===== config.mk =====
export PLATFORM = sky130hd
export DESIGN_NAME = chanbond_monitor_mlane
export DESIGN_NICKNAME = d
export VERILOG_FILES = /design/src/rtl/chanbond_monitor_mlane.sv
export SDC_FILE = /design/constraint.sdc
export NUM_CORES = 1
export LEC_CHECK = 0
export ABC_AREA = 1
export BUFFER_PORTS_ARGS = -buffer_cell sky130_fd_sc_hd__buf_2
export CORE_MARGIN = 2
export CORE_UTILIZATION = 25
export CTS_BUF_LIST = sky130_fd_sc_hd__clkbuf_4
export DETAILED_ROUTE_END_ITERATION = 10
export MAX_ROUTING_LAYER = met4
export PLACE_DENSITY = 0.5
export RECOVER_POWER = 100
export SETUP_SLACK_MARGIN = 0.5
export SLEW_MARGIN = 30
export SYNTH_ARGS = -nofsm -noshare
export SYNTH_HDL_FRONTEND = slang
export SYNTH_SLANG_ARGS = --single-unit
export TNS_END_PERCENT = 10

===== constraint.sdc =====
create_clock -name CLK -period 1.5 [get_ports CLK]
set_input_delay 0.075 -clock CLK [delete_from_list [all_inputs] [get_ports CLK]]
set_output_delay 0.075 -clock CLK [all_outputs]
set_load 0.05 [all_outputs]

===== src/rtl/chanbond_monitor_mlane.sv =====
// chanbond_monitor_mlane
// Multi-lane channel-bonding watchdog. It waits for comma alignment on every
// lane and then times the channel-bond search. When the search times out it
// pulses RXRESET and tries again, counting the consecutive retries.
// Optional feature macro: CHANBOND_RETRY_LIMIT_EN. When it is defined, the
// block declares a hard failure (CB_FAIL) once MAX_RETRIES pulses have been
// spent without bonding.
//
// state     | meaning
// S_IDLE    | no bonding request outstanding
// S_WAIT    | bonding requested, waiting for all lanes to comma-align
// S_SEARCH  | all lanes aligned, timing the channel-bond search
// S_RESET   | RXRESET pulse in progress (RESET_CYCLES cycles)
// S_FAILED  | retry limit exhausted, held until the request drops
module chanbond_monitor_mlane #(
    parameter int NUM_LANES    = 4,
    parameter int TIMEOUT      = 128,
    parameter int CNT_W        = 8,
    parameter int RESET_CYCLES = 4,
    parameter int RETRY_W      = 4,
    parameter int MAX_RETRIES  = 8
) (
    input  logic                 CLK,
    input  logic                 RST,
    input  logic [NUM_LANES-1:0] COMMA_ALIGN_DONE,
    input  logic                 CORE_ENCHANSYNC,
    input  logic                 CHANBOND_DONE,
    output logic                 RXRESET,
    output logic [RETRY_W-1:0]   RETRY_CNT,
    output logic                 CB_FAIL
);

    typedef enum logic [2:0] {
        S_IDLE   = 3'd0,
        S_WAIT   = 3'd1,
        S_SEARCH = 3'd2,
        S_RESET  = 3'd3,
        S_FAILED = 3'd4
    } state_t;

`ifdef CHANBOND_RETRY_LIMIT_EN
    localparam bit LIMIT_EN = 1'b1;
`else
    localparam bit LIMIT_EN = 1'b0;
`endif

    localparam int RC_W = (RESET_CYCLES > 1) ? $clog2(RESET_CYCLES) : 1;

    localparam logic [CNT_W-1:0]   TO_LAST   = CNT_W'(TIMEOUT - 1);
    localparam logic [RC_W-1:0]    RC_LAST   = RC_W'(RESET_CYCLES - 1);
    localparam logic [RETRY_W-1:0] MAX_R     = RETRY_W'(MAX_RETRIES);
    localparam logic [RETRY_W-1:0] RETRY_SAT = {RETRY_W{1'b1}};

    state_t             state_q, state_d;
    logic [CNT_W-1:0]   timer_q, timer_d;
    logic [RC_W-1:0]    rcnt_q, rcnt_d;
    logic [RETRY_W-1:0] retry_q, retry_d;
    logic               rxreset_q, rxreset_d;
    logic               fail_q, fail_d;
    logic               all_align;

    assign all_align = &COMMA_ALIGN_DONE;

    // Next-state, timers and retry count; both timers idle at zero so each
    // entry into SEARCH or RESET starts a fresh count.
    always_comb begin
        state_d = state_q;
        retry_d = retry_q;
        timer_d = '0;
        rcnt_d  = '0;
        case (state_q)
            S_IDLE: begin
                if (CORE_ENCHANSYNC && !CHANBOND_DONE) state_d = S_WAIT;
            end
            S_WAIT: begin
                if (!CORE_ENCHANSYNC) state_d = S_IDLE;
                else if (all_align)   state_d = S_SEARCH;
            end
            S_SEARCH: begin
                if (!CORE_ENCHANSYNC) begin
                    state_d = S_IDLE;
                end else if (!all_align) begin
                    state_d = S_WAIT;
                end else if (CHANBOND_DONE) begin
                    // success wins over a coincident timeout
                    state_d = S_IDLE;
                    retry_d = '0;
                end else if (timer_q == TO_LAST) begin
                    if (LIMIT_EN && (retry_q == MAX_R)) begin
                        state_d = S_FAILED;
                    end else begin
                        state_d = S_RESET;
                        if (retry_q != RETRY_SAT) retry_d = retry_q + RETRY_W'(1);
                    end
                end else begin
                    timer_d = timer_q + CNT_W'(1);
                end
            end
            S_RESET: begin
                if (rcnt_q == RC_LAST) state_d = S_WAIT;
                else                   rcnt_d  = rcnt_q + RC_W'(1);
            end
            S_FAILED: begin
                if (!CORE_ENCHANSYNC) begin
                    state_d = S_IDLE;
                    retry_d = '0;
                end
            end
            default: state_d = S_IDLE;
        endcase
        rxreset_d = (state_d == S_RESET);
        fail_d    = LIMIT_EN && (state_d == S_FAILED);
    end

    // State and registered outputs, cleared asynchronously by RST.
    always_ff @(posedge CLK or posedge RST) begin
        if (RST) begin
            state_q   <= S_IDLE;
            timer_q   <= '0;
            rcnt_q    <= '0;
            retry_q   <= '0;
            rxreset_q <= 1'b0;
            fail_q    <= 1'b0;
        end else begin
            state_q   <= state_d;
            timer_q   <= timer_d;
            rcnt_q    <= rcnt_d;
            retry_q   <= retry_d;
            rxreset_q <= rxreset_d;
            fail_q    <= fail_d;
        end
    end

    assign RXRESET   = rxreset_q;
    assign RETRY_CNT = retry_q;
    assign CB_FAIL   = fail_q;

endmodule

* Word level (Yosys, flattened, before mapping) *
Index checks and enable logic that the tools add are counted.

word-level totals
  word-level logic and storage cells = 51
  bits in latches = 0
  memory bits (read-only) = 0
  memories = 0
  memory bits (writable) = 0
  output and inout port bits = 6
  flip-flop bits (word level) = 18
  input port bits = 8

operators by class
  shift-type cells = 0
  add/subtract/negate cells = 3
  divide/modulo/power cells = 0
  equality and inequality tests = 13
  muxes and demuxes = 24
  bitwise operators = 0
  magnitude comparators = 0
  multipliers = 0
  reduce and logical (&&, ||, !) cells = 6

operators by type and width
  kind                   count
  $mux W8                5
  $mux W3                9
  $mux W4                6
  $pmux W3 S5            1
  $eq A3 B2 Y1 const B   3
  $add A8 B1 Y8 const B  1
  $eq A8 B7 Y1 const B   1
  $pmux W4 S2            1
  $ne A2 B2 Y1 const B   3
  $ne A3 B3 Y1 const B   2
  $reduce_and A6 Y1      1
  $add A4 B1 Y4 const B  1
  $mux W2                2
  $ne A4 B4 Y1 const B   1
  $reduce_and A4 Y1      1
  $eq A3 B1 Y1 const B   1
  $eq A3 B3 Y1 const B   1
  $logic_not A3 Y1       1
  $add A2 B1 Y2 const B  1
  $eq A2 B2 Y1 const B   1
  $reduce_bool A2 Y1     1
  $logic_and A1 B1 Y1    1
  $logic_not A1 Y1       1

* Longest topological paths before layout *
  depth after elaboration = 7
  gate-level depth with buffers = 9
  mapped depth without buffers = 9

* Worst setup path before layout *
OpenSTA, ideal clock, no wires.

  kind = register -> register
  start point = register retry_q[0], in the netlist RETRY_CNT[0]
  end point = register retry_q[0], in the netlist RETRY_CNT[0]
  buffers on the path = 0
  cell stages (with the launch flop) = 8
  library setup time = 0.123 ns
  clock period less this slack = 1.481 ns
  arrival time = 1.359 ns
  data required time = 1.377 ns
  path slack = 0.019 ns
  path through = dfrtp_1 -> ha_1 -> nand2_1 -> nor2_1 -> o21ai_1 -> nand2_2 -> nand2_1 -> o21ai_1

between the ends
  cells in the longest elaborated chain, start to end = 7
  elaborated cells between the ends (all ways) = 10
  classes of those cells = 1 x add/sub; 2 x eq/ne; 6 x mux; 1 x reduce/logical

RTL lines
  element                 RTL line  RTL
  start, declared         57        logic [RETRY_W-1:0] retry_q, retry_d;
  start signal, assigned  128       retry_q <= retry_d;
  $add A4 B1 Y4           93        if (retry_q != RETRY_SAT) retry_d = retry_q + RETRY_W'(1);
  $mux W4                 93
  $mux W4                 88        end else if (timer_q == TO_LAST) begin
  $mux W4                 84        end else if (CHANBOND_DONE) begin
  $mux W4                 82        end else if (!all_align) begin
  $mux W4                 80        if (!CORE_ENCHANSYNC) begin
  $pmux W4 S2             71        case (state_q)

Parallel ways exist; a longest one is shown, timed or not. The select of a mux whose other input is x is not followed.
A chain may end at the register's enable or synchronous reset.

* Worst setup path after layout *
  start point = register timer_q[1]
  end point = register retry_q[3], in the netlist RETRY_CNT[3]

between the ends
  cells in the longest elaborated chain, start to end = 3

RTL lines
  element                             RTL line  RTL
  start, declared                     55        logic [CNT_W-1:0] timer_q, timer_d;
  start signal, assigned              126       timer_q <= timer_d;
  $eq A8 B7 Y1                        88
  $ne A3 B3 Y1 (no source line)       -
  $reduce_and A6 Y1 (no source line)  -

Every way passes these cells.

==> impl_metrics.yaml <==
layout:
  core_util_final_pct: 33.82
  final_design_area_no_fill_mm2: 0.001266
  final_net_count: 158
  antenna_cells: 0
  ff_latch_area_um2: 454.2
  n_fill_cell: 409
  drive_gt1_share_pct: 32.88
  combined_area_of_the_multi_input_logic_cells_um2: 545.5
  area_growth_pct: 26.50
drt:
  detailedRoute.firstIterationViolations: 14
  detailed_router_iteration_count_before_antenna_repair: 4
  vias_per_cell: 4.356
  drc_violation_count_after_routing: 0
  drt.antenna.violating_nets: 0
  routedWlPerCell_um: 10.42
  route.vias.total: 845
  finalWirelength_um: 2021
synth:
  mappedNetlistArea_mm2: 0.001001
  synthSimpleGateAreaFrac_pct: 34.38
  synth_top_cells_by_area: "sky130_fd_sc_hd__dfrtp_1 45%, sky130_fd_sc_hd__nand2_1 11%, sky130_fd_sc_hd__nor2_1 7.5%"
  synth_adder_area_share_pct: 3.750
  synth.avg_cell_area_um2: 8.138
  yosysSeqAreaShare_pct: 45.00
  synth.area.mux_share_pct: 0
  yosys.area.top_type: "sky130_fd_sc_hd__dfrtp_1"
  synth_cells: 123
  postSynth.asyncResetShare_pct: 100.0
  synth_compound_gate_area_share_pct: 6.625
  synth_top_area_share_pct: 45.00
  ys.flop_type: "sky130_fd_sc_hd__dfrtp_1"
  synth_top_family_by_area: "simple AND/OR/NAND/NOR gates"
  yosysWarnings: 0
  synth.distinct_cells: 27
  xor_and_xnor_fraction_of_the_mapped_netlist_area_pct: 2.625
  synth-edff-count: 0
  postSynthRegisterBits: 18
  synth.net_count: 134
power:
  combinationalPowerShare_pct: 7.4
  power.switching_fraction_pct: 25.03
  leak_pwr_nw: 0.5956
  power.internal_mw: 0.6039
  vdd_ir_drop_max_mv: 0.3273
  cellPowerDensity_mw_per_mm2: 636.1
  report.power.total_mw: 0.8054
  sequentialPowerShare_pct: 61.1
  power.clock.fraction_pct: 31.4
  p_sw_mw: 0.2016
place:
  place_congestion: 0.7891
  place.port_buffers: 12
  hpwl_um: 1386
  placed_cell_area_mm2: 0.001121
  pre_cts_ws_ns: 0.07330
sta:
  post-route-worst-setup-slack_ns: 0.1263
  period_share_pct: 91.58
  post-route-min-period_ns: 1.374
  final-hold-violation-count: 0
  clock.fmax_mhz: 727.9
  tightestPinTransition_ns: 0.6006
  worst_clock_skew_ns: 0.003043
  grt_setup_unrepaired: "yes"
  finalSetupViolations: 0
  timing.setup.tns_ns: 0
  final_max_slew_viol_count: 0
  max_slew_margin_pct: 60.13
floorplanning:
  floorplan.io_pins: 14
  die_footprint_mm2: 0.004526
  num_rows: 22
  floorplan.core_area_mm2: 0.003744
  floorplan.die.width_um: 67.28
  initial_core_util_pct: 26.74
  die_h_um: 67.28
worst_setup_path:
  setup.worst_path.start_class: "register"
  rr_endpoint: "RETRY_CNT[3]"
  critPathKind: "reg -> reg"
  reg2reg_slack_ns: 0.13
  worst_ep_arrival_time_ns: 1.57
  cp_top_family: "simple AND/OR/NAND/NOR gates"
  critPathCaptureType: "register"
  crit_path_max_incr_delay_ns: 0.38
  timing.reg2reg.worst_path_depth: 8
  critical_path.reg2reg.startpoint: "timer_q[1]"
  cp.required_ns: 1.70
  critical_path.cell_chain: "ha_1 -> nand2_4 -> nor2_4 -> nand2_4 -> o21ai_4 -> nand2_4 -> nand2_2 -> o21ai_2"
  worst_path_most_repeated_cell: "sky130_fd_sc_hd__nand2_4"
  timing.critical_path.buf_inv: 0
  critPathSlowestCell: "sky130_fd_sc_hd__dfrtp_1"
  cp_max_fo: 8
global_routing:
  grt_first_pass_wirelength_um: 3629
  grt_overflow_total: 0
  grt.total_usage_pct: 10.69
  grt_start_max_net_pins: 11
  first_global_vias: 859
  grt_antenna_before_repair: 0
cts:
  cts_root_buffer: "sky130_fd_sc_hd__clkbuf_4"
  cts_buffers: 3
  tritoncts: "done"
  worst_skew_pair.late_latency_ns: 0.29
  cts.clk_slew.worst_paths_ns: 0.11
  ctsLongestPathBuffers: 2
  clock_sinks: 18
  h-tree-depth: 1
hold_path:
  min-delay-start: "CORE_ENCHANSYNC"
  hold-path-endpoint: "state_q[2]"
  min_path_type: "in -> reg"
  timing.hold.worst_path_depth: 3
status:
  status: "complete, no violations"
job:
  maxCapViolCount: 0
power by group through the flow:
stage | Combinational [mW] | Sequential, mW | Clock [mW]
after floorplan | 0.0389 | 0.501 | 0
after detailed placement | 0.0589 | 0.500 | 0
after CTS | 0.0611 | 0.491 | 0.263
after global routing | 0.0690 | 0.493 | 0.284
after global placement | 0.0585 | 0.500 | 0
final | 0.0599 | 0.492 | 0.253
repair_timing:
item,4_1_cts,5_1_grt
setup endpoints to repair,20,21
hold buffers,1,0
resized for setup,5,16
cloned,0,0
endpoints found under the hold margin,9,0
pin swaps,7,9
setup buffers,4,3
registers in the layout (all words and copies together), names as in the netlist:
| name | count |
|---|---|
| RETRY_CNT | 4 |
| RXRESET | 1 |
| rcnt_q | 2 |
| state_q | 3 |
| timer_q | 8 |
routing by layer:
layer	vias to the layer above	track usage, %	routed length (µm)
met5	-	-	0
met4	0	1.786	11
met3	2	3.000	57
met2	13	17.45	1012
met1	401	13.40	939
li1	429	-	-
cells by family after synthesis:
kind of cell	Yosys count
adders and majority gates	3
AOI/OAI and AO/OA	12
and+or+nand+nor	68
other	1
DFF	18
buffers and inverters	18
xor gates and xnor gates	3
cell usage after synthesis, types with 2 or more instances:
cell	instances
sky130_fd_sc_hd__xor2_1	2
sky130_fd_sc_hd__nand3_1	4
sky130_fd_sc_hd__inv_1	15
sky130_fd_sc_hd__nor3b_2	2
sky130_fd_sc_hd__nor2_2	2
sky130_fd_sc_hd__a31oi_1	2
sky130_fd_sc_hd__o21ai_1	5
sky130_fd_sc_hd__nor2_1	20
sky130_fd_sc_hd__ha_1	3
sky130_fd_sc_hd__nor3b_1	2
sky130_fd_sc_hd__a21oi_1	2
sky130_fd_sc_hd__nand2_1	28
sky130_fd_sc_hd__nand2_2	3
sky130_fd_sc_hd__dfrtp_1	18
sky130_fd_sc_hd__nor2_4	2
sky130_fd_sc_hd__o21ai_0	2
through the flow:
step                hold WS, ns  instances
floorplan               0.01343        123
CTS                     0.07869        191
global route            0.09141        194
detailed placement      0.07464        182
finish                  0.09060        194
global placement        0.06826        182
worst max path at each step:
stage	startpoint	end	depth (start not counted)
after CTS	timer_q[1]	RETRY_CNT[1]	8
after global routing	timer_q[1]	RETRY_CNT[1]	8
after floorplan	RETRY_CNT[0]	RETRY_CNT[2]	7
after global placement	timer_q[0]	RETRY_CNT[1]	8
final	timer_q[1]	RETRY_CNT[3]	8
after detailed placement	timer_q[0]	RETRY_CNT[3]	8
tightest hold or removal path, stage by stage:
cell,delay [ns]
sky130_fd_sc_hd__buf_2,0.15
sky130_fd_sc_hd__inv_1,0.08
sky130_fd_sc_hd__nor2_1,0.05
placed cells by master, fill, tap and decap left out, types with 2 or more instances in the layout:
master | netlist | routed
sky130_fd_sc_hd__a31oi_1 | 2 | 2
sky130_fd_sc_hd__o21ai_0 | 2 | 2
sky130_fd_sc_hd__nor3b_2 | 2 | 2
sky130_fd_sc_hd__ha_1 | 3 | 2
sky130_fd_sc_hd__nor2_4 | 2 | 3
sky130_fd_sc_hd__dfrtp_1 | 18 | 15
sky130_fd_sc_hd__inv_2 | 1 | 2
sky130_fd_sc_hd__nand2_1 | 28 | 23
sky130_fd_sc_hd__clkbuf_4 | 0 | 3
sky130_fd_sc_hd__o21ai_2 | 1 | 4
sky130_fd_sc_hd__a21oi_1 | 2 | 2
sky130_fd_sc_hd__xor2_1 | 2 | 2
sky130_fd_sc_hd__buf_2 | 1 | 7
sky130_fd_sc_hd__buf_4 | 1 | 7
sky130_fd_sc_hd__nor3_2 | 1 | 2
sky130_fd_sc_hd__nand2_4 | 1 | 4
sky130_fd_sc_hd__nor2_1 | 20 | 18
sky130_fd_sc_hd__nand2_2 | 3 | 5
sky130_fd_sc_hd__nor2_2 | 2 | 3
sky130_fd_sc_hd__nor3b_1 | 2 | 2
sky130_fd_sc_hd__clkbuf_1 | 0 | 6
sky130_fd_sc_hd__inv_1 | 15 | 14
sky130_fd_sc_hd__dfrtp_2 | 0 | 3
sky130_fd_sc_hd__nand3_1 | 4 | 4
area by class of cell:
| type | count | share of cell area [%] |
|---|---|---|
| Multi-Input combinational cell | 87 | 43.08 |
| Sequential cell | 18 | 35.87 |
| Timing Repair Buffer | 21 | 9.486 |
| Inverter | 16 | 4.743 |
| Tap cell | 48 | 4.743 |
| Clock buffer | 3 | 1.779 |
| Clock inverter | 1 | 0.2964 |
(Power assumes the default switching activity.)
